### config.mk
export PLATFORM = sky130hd
export DESIGN_NAME = serial_digit_rx_flat
export DESIGN_NICKNAME = d
export VERILOG_FILES = /design/src/rtl/serial_digit_rx_pkg.sv /design/src/rtl/serial_digit_rx_if.sv /design/src/rtl/serial_digit_rx_seg7_decode.sv /design/src/rtl/serial_digit_rx.sv /design/src/flat_wrapper.sv
export SDC_FILE = /design/constraint.sdc
export NUM_CORES = 1
export LEC_CHECK = 0
export CAP_MARGIN = 20
export CORE_MARGIN = 2
export CORE_UTILIZATION = 35
export CTS_CLUSTER_SIZE = 16
export DETAILED_ROUTE_END_ITERATION = 10
export MAX_ROUTING_LAYER = met4
export PLACE_DENSITY = 0.61
export SETUP_SLACK_MARGIN = 0.3
export SLEW_MARGIN = 20
export SYNTH_ARGS = -nofsm -noshare
export SYNTH_HDL_FRONTEND = slang
export SYNTH_SLANG_ARGS = --single-unit
### constraint.sdc
create_clock -name clk -period 2.1 [get_ports clk]
set_input_delay 0.63 -clock clk [delete_from_list [all_inputs] [get_ports clk]]
set_output_delay 0.63 -clock clk [all_outputs]
set_load 0.03 [all_outputs]
### src/rtl/serial_digit_rx_pkg.sv
// Shared constants for the digit serial link: frame geometry, digit codes,
// receiver FSM states and the pin/edge indices used by the receiver.
package serial_digit_rx_pkg;

  localparam int N_DIGITS_DEF    = 8;
  localparam int DIGIT_W_DEF     = 4;
  localparam int SYNC_STAGES_DEF = 2;

  localparam logic [3:0] DIG_MINUS = 4'hA;
  localparam logic [3:0] DIG_BLANK = 4'hF;

  typedef enum logic {
    ST_IDLE  = 1'b0,
    ST_SHIFT = 1'b1
  } rx_state_e;

  // Synchronized pins
  localparam int PIN_SCLK = 0;
  localparam int PIN_DEN  = 1;
  localparam int PIN_SDI  = 2;
  localparam int PIN_DCLK = 3;
  localparam int N_PINS   = 4;

  // Pins that also carry an edge detector
  localparam int EDG_SCLK = 0;
  localparam int EDG_DEN  = 1;
  localparam int EDG_DCLK = 2;
  localparam int N_EDGES  = 3;

endpackage

### src/rtl/serial_digit_rx_if.sv
// Link pins in, display drive and frame status out, grouped for the receiver.
interface serial_digit_rx_if
  import serial_digit_rx_pkg::*;
#(
  parameter int N_DIGITS = N_DIGITS_DEF,
  parameter int DIGIT_W  = DIGIT_W_DEF
);
  localparam int FRAME_W = N_DIGITS * DIGIT_W;

  logic                sclk_in;
  logic                den_in;
  logic                sdi;
  logic                dclk_in;
  logic [6:0]          seg;
  logic [N_DIGITS-1:0] dig_en;
  logic [FRAME_W-1:0]  rx_data;
  logic                frame_done;
  logic                frame_err;

  modport master (
    output sclk_in, den_in, sdi, dclk_in,
    input  seg, dig_en, rx_data, frame_done, frame_err
  );

  modport slave (
    input  sclk_in, den_in, sdi, dclk_in,
    output seg, dig_en, rx_data, frame_done, frame_err
  );
endinterface

### src/rtl/serial_digit_rx_seg7_decode.sv
// Combinational digit code to 7-segment glyph (bit0=a .. bit6=g, active-high).
module seg7_decode
  import serial_digit_rx_pkg::*;
(
  input  logic [3:0] i_code,
  output logic [6:0] o_seg
);

  // NOTE: every output of a combinational block gets a default first so no latch is inferred.
  always_comb begin
    o_seg = 7'h00;
    case (i_code)
      4'h0:      o_seg = 7'h3F;
      4'h1:      o_seg = 7'h06;
      4'h2:      o_seg = 7'h5B;
      4'h3:      o_seg = 7'h4F;
      4'h4:      o_seg = 7'h66;
      4'h5:      o_seg = 7'h6D;
      4'h6:      o_seg = 7'h7D;
      4'h7:      o_seg = 7'h07;
      4'h8:      o_seg = 7'h7F;
      4'h9:      o_seg = 7'h6F;
      DIG_MINUS: o_seg = 7'h40;
      default:   o_seg = 7'h00;
    endcase
  end

endmodule

### src/rtl/serial_digit_rx.sv
// Receive end of the digit serial link: captures sclk/den/sdi frames into a
// display register and scans it onto a multiplexed 7-segment display.
module serial_digit_rx
  import serial_digit_rx_pkg::*;
#(
  parameter int N_DIGITS    = N_DIGITS_DEF,
  parameter int DIGIT_W     = DIGIT_W_DEF,
  parameter int SYNC_STAGES = SYNC_STAGES_DEF
)(
  input  logic            clk,
  input  logic            rst,
  serial_digit_rx_if.slave bus
);

  localparam int FRAME_W = N_DIGITS * DIGIT_W;
  localparam int CNT_W   = $clog2(FRAME_W + 1);
  localparam int IDX_W   = (N_DIGITS > 1) ? $clog2(N_DIGITS) : 1;

  localparam logic [CNT_W-1:0] FULL_CNT = CNT_W'(FRAME_W);
  localparam logic [IDX_W-1:0] LAST_IDX = IDX_W'(N_DIGITS - 1);

  // ---------------------------------------------------------------------------
  // Input synchronizers and edge detectors
  // ---------------------------------------------------------------------------
  logic [N_PINS-1:0]      w_pin;
  logic [N_PINS-1:0]      w_sync;
  logic [N_EDGES-1:0]     w_edge_sync;
  logic [N_EDGES-1:0]     w_rise;
  logic                   w_den_fall;
  logic [SYNC_STAGES-1:0] r_fill;

  assign w_pin[PIN_SCLK] = bus.sclk_in;
  assign w_pin[PIN_DEN]  = bus.den_in;
  assign w_pin[PIN_SDI]  = bus.sdi;
  assign w_pin[PIN_DCLK] = bus.dclk_in;

  // r_fill marks when the synchronizers hold real pin values again after reset.
  always_ff @(posedge clk) begin
    if (rst) begin
      r_fill <= '0;
    end else begin
      r_fill <= {r_fill[SYNC_STAGES-2:0], 1'b1};
    end
  end

  generate
    for (genvar g = 0; g < N_PINS; g++) begin : g_sync
      logic [SYNC_STAGES-1:0] r_sync;

      // NOTE: sequential state uses non-blocking assignments so every flop samples pre-edge values.
      always_ff @(posedge clk) begin
        if (rst) begin
          r_sync <= '0;
        end else begin
          r_sync <= {r_sync[SYNC_STAGES-2:0], w_pin[g]};
        end
      end

      assign w_sync[g] = r_sync[SYNC_STAGES-1];
    end
  endgenerate

  assign w_edge_sync[EDG_SCLK] = w_sync[PIN_SCLK];
  assign w_edge_sync[EDG_DEN]  = w_sync[PIN_DEN];
  assign w_edge_sync[EDG_DCLK] = w_sync[PIN_DCLK];

  generate
    for (genvar e = 0; e < N_EDGES; e++) begin : g_edge
      logic r_prev;
      logic r_armed;

      // A rise only counts once the pin has been seen low after reset, so a
      // line already high when reset releases is not mistaken for an edge.
      always_ff @(posedge clk) begin
        if (rst) begin
          r_prev  <= 1'b0;
          r_armed <= 1'b0;
        end else begin
          r_prev <= w_edge_sync[e];
          if (r_fill[SYNC_STAGES-1] && !w_edge_sync[e]) begin
            r_armed <= 1'b1;
          end
        end
      end

      assign w_rise[e] = r_armed & w_edge_sync[e] & ~r_prev;

      if (e == EDG_DEN) begin : g_fall
        assign w_den_fall = ~w_edge_sync[e] & r_prev;
      end
    end
  endgenerate

  logic w_sclk_rise;
  logic w_den_rise;
  logic w_dclk_rise;
  logic w_sdi_s;

  assign w_sclk_rise = w_rise[EDG_SCLK];
  assign w_den_rise  = w_rise[EDG_DEN];
  assign w_dclk_rise = w_rise[EDG_DCLK];
  assign w_sdi_s     = w_sync[PIN_SDI];

  // ---------------------------------------------------------------------------
  // Frame receiver FSM
  // ---------------------------------------------------------------------------
  rx_state_e          r_state,   w_state_nxt;
  logic [CNT_W-1:0]   r_bitcnt,  w_bitcnt_nxt;
  logic               r_ovr,     w_ovr_nxt;
  logic [FRAME_W-1:0] r_shreg,   w_shreg_nxt;
  logic [FRAME_W-1:0] r_rx_data, w_rx_data_nxt;
  logic               r_done,    w_done_nxt;
  logic               r_err,     w_err_nxt;

  always_ff @(posedge clk) begin
    if (rst) begin
      r_state   <= ST_IDLE;
      r_bitcnt  <= '0;
      r_ovr     <= 1'b0;
      r_shreg   <= '0;
      r_rx_data <= {N_DIGITS{DIG_BLANK}};
      r_done    <= 1'b0;
      r_err     <= 1'b0;
    end else begin
      r_state   <= w_state_nxt;
      r_bitcnt  <= w_bitcnt_nxt;
      r_ovr     <= w_ovr_nxt;
      r_shreg   <= w_shreg_nxt;
      r_rx_data <= w_rx_data_nxt;
      r_done    <= w_done_nxt;
      r_err     <= w_err_nxt;
    end
  end

  always_comb begin
    w_state_nxt   = r_state;
    w_bitcnt_nxt  = r_bitcnt;
    w_ovr_nxt     = r_ovr;
    w_shreg_nxt   = r_shreg;
    w_rx_data_nxt = r_rx_data;
    w_done_nxt    = 1'b0;
    w_err_nxt     = 1'b0;

    case (r_state)
      ST_IDLE: begin
        w_bitcnt_nxt = '0;
        w_ovr_nxt    = 1'b0;
        if (w_den_rise && !w_den_fall) begin
          w_state_nxt = ST_SHIFT;
        end
      end

      ST_SHIFT: begin
        // The den fall takes priority: a coincident sclk rise is dropped.
        if (w_den_fall) begin
          w_state_nxt  = ST_IDLE;
          w_bitcnt_nxt = '0;
          w_ovr_nxt    = 1'b0;
          if (r_bitcnt == FULL_CNT && !r_ovr) begin
            w_rx_data_nxt = r_shreg;
            w_done_nxt    = 1'b1;
          end else begin
            w_err_nxt = 1'b1;
          end
        end else if (w_sclk_rise) begin
          if (r_bitcnt == FULL_CNT) begin
            w_ovr_nxt = 1'b1;
          end else begin
            w_shreg_nxt  = {r_shreg[FRAME_W-2:0], w_sdi_s};
            w_bitcnt_nxt = r_bitcnt + 1'b1;
          end
        end
      end

      default: w_state_nxt = ST_IDLE;
    endcase
  end

  // ---------------------------------------------------------------------------
  // Digit scan and registered segment decode
  // ---------------------------------------------------------------------------
  logic [IDX_W-1:0]    r_idx;
  logic [N_DIGITS-1:0] r_dig_en;
  logic [6:0]          r_seg;
  logic [DIGIT_W-1:0]  w_nibble;
  logic [6:0]          w_seg;

  assign w_nibble = r_rx_data[r_idx*DIGIT_W +: DIGIT_W];

  seg7_decode u_seg7_decode (
    .i_code (w_nibble),
    .o_seg  (w_seg)
  );

  always_ff @(posedge clk) begin
    if (rst) begin
      r_idx    <= '0;
      r_dig_en <= N_DIGITS'(1);
      r_seg    <= 7'h00;
    end else begin
      if (w_dclk_rise) begin
        r_idx <= (r_idx == LAST_IDX) ? '0 : r_idx + 1'b1;
      end
      r_dig_en <= N_DIGITS'(1) << r_idx;
      r_seg    <= w_seg;
    end
  end

  assign bus.seg        = r_seg;
  assign bus.dig_en     = r_dig_en;
  assign bus.rx_data    = r_rx_data;
  assign bus.frame_done = r_done;
  assign bus.frame_err  = r_err;

endmodule

### src/flat_wrapper.sv
// flat-port wrapper written by rule: the top's interface ports become plain ports
module serial_digit_rx_flat import serial_digit_rx_pkg::*;
#(
  parameter int N_DIGITS    = N_DIGITS_DEF,
  parameter int DIGIT_W     = DIGIT_W_DEF,
  parameter int SYNC_STAGES = SYNC_STAGES_DEF
)
  (clk, rst, bus_sclk_in, bus_den_in, bus_sdi, bus_dclk_in, bus_seg, bus_dig_en, bus_rx_data, bus_frame_done, bus_frame_err);
  serial_digit_rx_if #(.N_DIGITS(N_DIGITS), .DIGIT_W(DIGIT_W)) bus_i ();
  input  logic clk;
  input  logic rst;
  input wire logic [$bits(bus_i.sclk_in)-1:0] bus_sclk_in;
  input wire logic [$bits(bus_i.den_in)-1:0] bus_den_in;
  input wire logic [$bits(bus_i.sdi)-1:0] bus_sdi;
  input wire logic [$bits(bus_i.dclk_in)-1:0] bus_dclk_in;
  output wire logic [$bits(bus_i.seg)-1:0] bus_seg;
  output wire logic [$bits(bus_i.dig_en)-1:0] bus_dig_en;
  output wire logic [$bits(bus_i.rx_data)-1:0] bus_rx_data;
  output wire logic [$bits(bus_i.frame_done)-1:0] bus_frame_done;
  output wire logic [$bits(bus_i.frame_err)-1:0] bus_frame_err;
  assign bus_i.sclk_in = bus_sclk_in;
  assign bus_i.den_in = bus_den_in;
  assign bus_i.sdi = bus_sdi;
  assign bus_i.dclk_in = bus_dclk_in;
  assign bus_seg = bus_i.seg;
  assign bus_dig_en = bus_i.dig_en;
  assign bus_rx_data = bus_i.rx_data;
  assign bus_frame_done = bus_i.frame_done;
  assign bus_frame_err = bus_i.frame_err;
  serial_digit_rx #(.N_DIGITS(N_DIGITS), .DIGIT_W(DIGIT_W), .SYNC_STAGES(SYNC_STAGES)) u_core (.clk(clk), .rst(rst), .bus(bus_i));
endmodule
==> metrics <==
status finished, final reports clean; most frequent cell after synthesis nand2_1; Worst VDD drop between 0.5 and 0.6 mV; DP Wirelength 6.41 mm; total global-route track usage 18.1%; synthesized netlist cell count 461; area leader, netlist dfxtp_1; Filler cells between 900 and 1000; I/O Buffers 54; CORE AREA 11900 um^2; vias in the first global route between 3000 and 4000; Post-synth top cells nand2_1, dfxtp_1, a21oi_1; kind of end point of the critical path register; largest net degree at the start of global routing 63; ys flop type dfxtp_1; Inserted Diodes 0; Setup violations, final 0; CTS Buf Count 9; register area share after synthesis 51.5%; CTS clk-pin slew, worst paths 0.08 ns; critical path class register to register; DIE HEIGHT 114 um; clk_lat worst skew 0.34 ns; gr ovfl total 0; crit start category register; CTS Sinks 108; share of layout cells above drive strength 1 around 48%; final setup TNS 0 ns; drt via density between 5 and 6; Worst Hold Class register to register; max-slew violations 0; worst-path fanout max 8; WP data required 2.32 ns; CTS tree done; Reg area approximately 2200 um^2; Initial Utilization 35.4%; CTS Root Cell clkbuf_16; antenna violations before repair 0; Row Count 40; # nets final between 500 and 600; Final Hold Viols 0; via count 3750; drt pass-1 iters 5; Routed Antenna Nets 0; P per Cell Area ~590 nW/um^2; Cell Chain, Critical Path inv_2, ha_4, or4b_4, buf_6, o2111a_2, clkbuf_16, nand2_1, a21oi_2; drc violations 0; WL/cell 18.7 um; global-route wire length before repair 17.8 mm; Max Freq 0.501 GHz; DR top layer met4; mean post-synth cell area 9.11 um^2; Synth top area share 51.5%; Die Area 12900 um^2; Mapped Nets 480; CP Data Arrival Time 2.22 ns; register bit total from synthesis 108; Core Util, Final roughly 56%; IO Pins 55; Async SR Flop Fraction 0%; Die X 114 um; drt initial violations 341; clock skew 0.0107 ns; wl on met1 about 5.3 mm; slew at the pin with the worst max-slew slack about 0.42 ns; CP peak stage delay 0.50 ns; Post-Syn Area 4200 um^2; Post-synth EDFFs 0; Area contributors post-synth dfxtp_1, nand2_1, a21oi_1, nand3_1, ha_1; worst relative slew slack between 70 and 80%; maxcap violations 0; H-tree depth 3; Final min period 1.99 ns; multi-input logic area 2790 um^2; met2 WL 6.53 mm; RSZ-0062 raised after global routing yes; Distinct cells, synth 46; CP top delay family simple AND/OR/NAND/NOR gates; Slowest-stage cell, CP or4b_4; CP Buf/Inv Count 3; Placer Congestion 0.843; Max clock buf depth 2; Pleak 3.21 nW; Routed met3 length 728 um; period utilisation layout 95.0%; final WL 13.0 mm; Yosys warning total 0; synthesis-to-layout area growth 57.9%
[cell usage in the layout, fill, tap and decap left out, drive strengths merged, types with 5 or more instances in the layout]
cell / synthesis / layout
a21oi: 41 / 41
and3: 5 / 5
buf: 9 / 41
clkbuf: 18 / 24
clkdlybuf4s15: 0 / 16
dfxtp: 108 / 108
dlygate4sd2: 0 / 21
ha: 13 / 13
inv: 15 / 18
mux2i: 8 / 8
mux4: 8 / 8
nand2: 132 / 132
nand3: 34 / 34
nor2: 17 / 17
nor2b: 9 / 9
[per-stage QoR]
stage	cell area (um^2)	cells	hold WS (ns)	total power, mW	worst slack, ns
global placement	4960	646	0.423	2.19	0.120
detailed placement	4960	646	0.427	2.19	0.0260
finish	6630	694	0.443	3.93	0.106
floorplan	4230	461	0.414	2.16	0.207
CTS	5860	682	0.451	3.93	0.130
global route	6630	694	0.466	4.05	0.0298
[routing by layer]
metal / track usage (%) / vias up
li1: - / 1707
met1: 22.0 / 1837
met2: 29.2 / 174
met3: 2.82 / 32
met4: 9.27 / 0
met5: - / -
[layout make-up]
cell class	instances	area share, %
repair buffers	97	16.9
inverters	16	0.981
multi-input cells	310	42.0
flip-flops and latches	108	32.7
clock inverters	7	1.25
well taps	147	2.77
clock buffers	9	3.40
[where the power goes]
group          switching, mW  total, mW  internal, mW
registers            0.00707       2.07          2.06
clock network          0.819       1.77         0.948
logic                 0.0617     0.0951        0.0335
total                  0.888       3.93          3.04
[state kept, by name, summed over array words and instances, names as in the netlist]
signal,cells
u_core.bus.rx_data,32
u_core.r_shreg,32
u_core.bus.dig_en,8
u_core.g_sync.r_sync,8
u_core.bus.seg,7
u_core.r_bitcnt,6
u_core.g_edge.r_armed,3
u_core.g_edge.r_prev,3
u_core.r_idx,3
u_core.r_fill,2
u_core.bus.frame_done,1
u_core.bus.frame_err,1
u_core.r_ovr,1
u_core.r_state,1
[cell families after synthesis]
family	count (synthesis)	synth area share, %
AOI/OAI and AO/OA	62	8.93
xor gates and xnor gates	3	0.625
adders and majority gates	13	3.87
buffers and inverters	43	4.59
DFF	108	51.5
muxes	19	7.77
and+or+nand+nor	213	22.8
[what timing repair did]
| item | 4_1_cts | 5_1_grt |
|---|---|---|
| setup buffers | 14 | 8 |
| cloned | 6 | 4 |
| hold buffers | 0 | 0 |
| pin swaps | 51 | 71 |
| resized for setup | 154 | 190 |
| endpoints found under the setup margin | 121 | 94 |
[path summary, 6_finish.rpt]
check / start / end / slack (ns) / depth (start not counted)
worst max-delay path: u_core.r_bitcnt[1] / u_core.r_shreg[16] / 0.11 / 8
worst min-delay path: u_core.g_sync[0].r_sync[0] / u_core.g_sync[0].r_sync[1] / 0.44 / 1
worst max register to register: u_core.r_bitcnt[1] / u_core.r_shreg[16] / 0.11 / 8
worst min register to register: u_core.g_sync[0].r_sync[0] / u_core.g_sync[0].r_sync[1] / 0.44 / 1
Power figures use the tool's default switching activity.
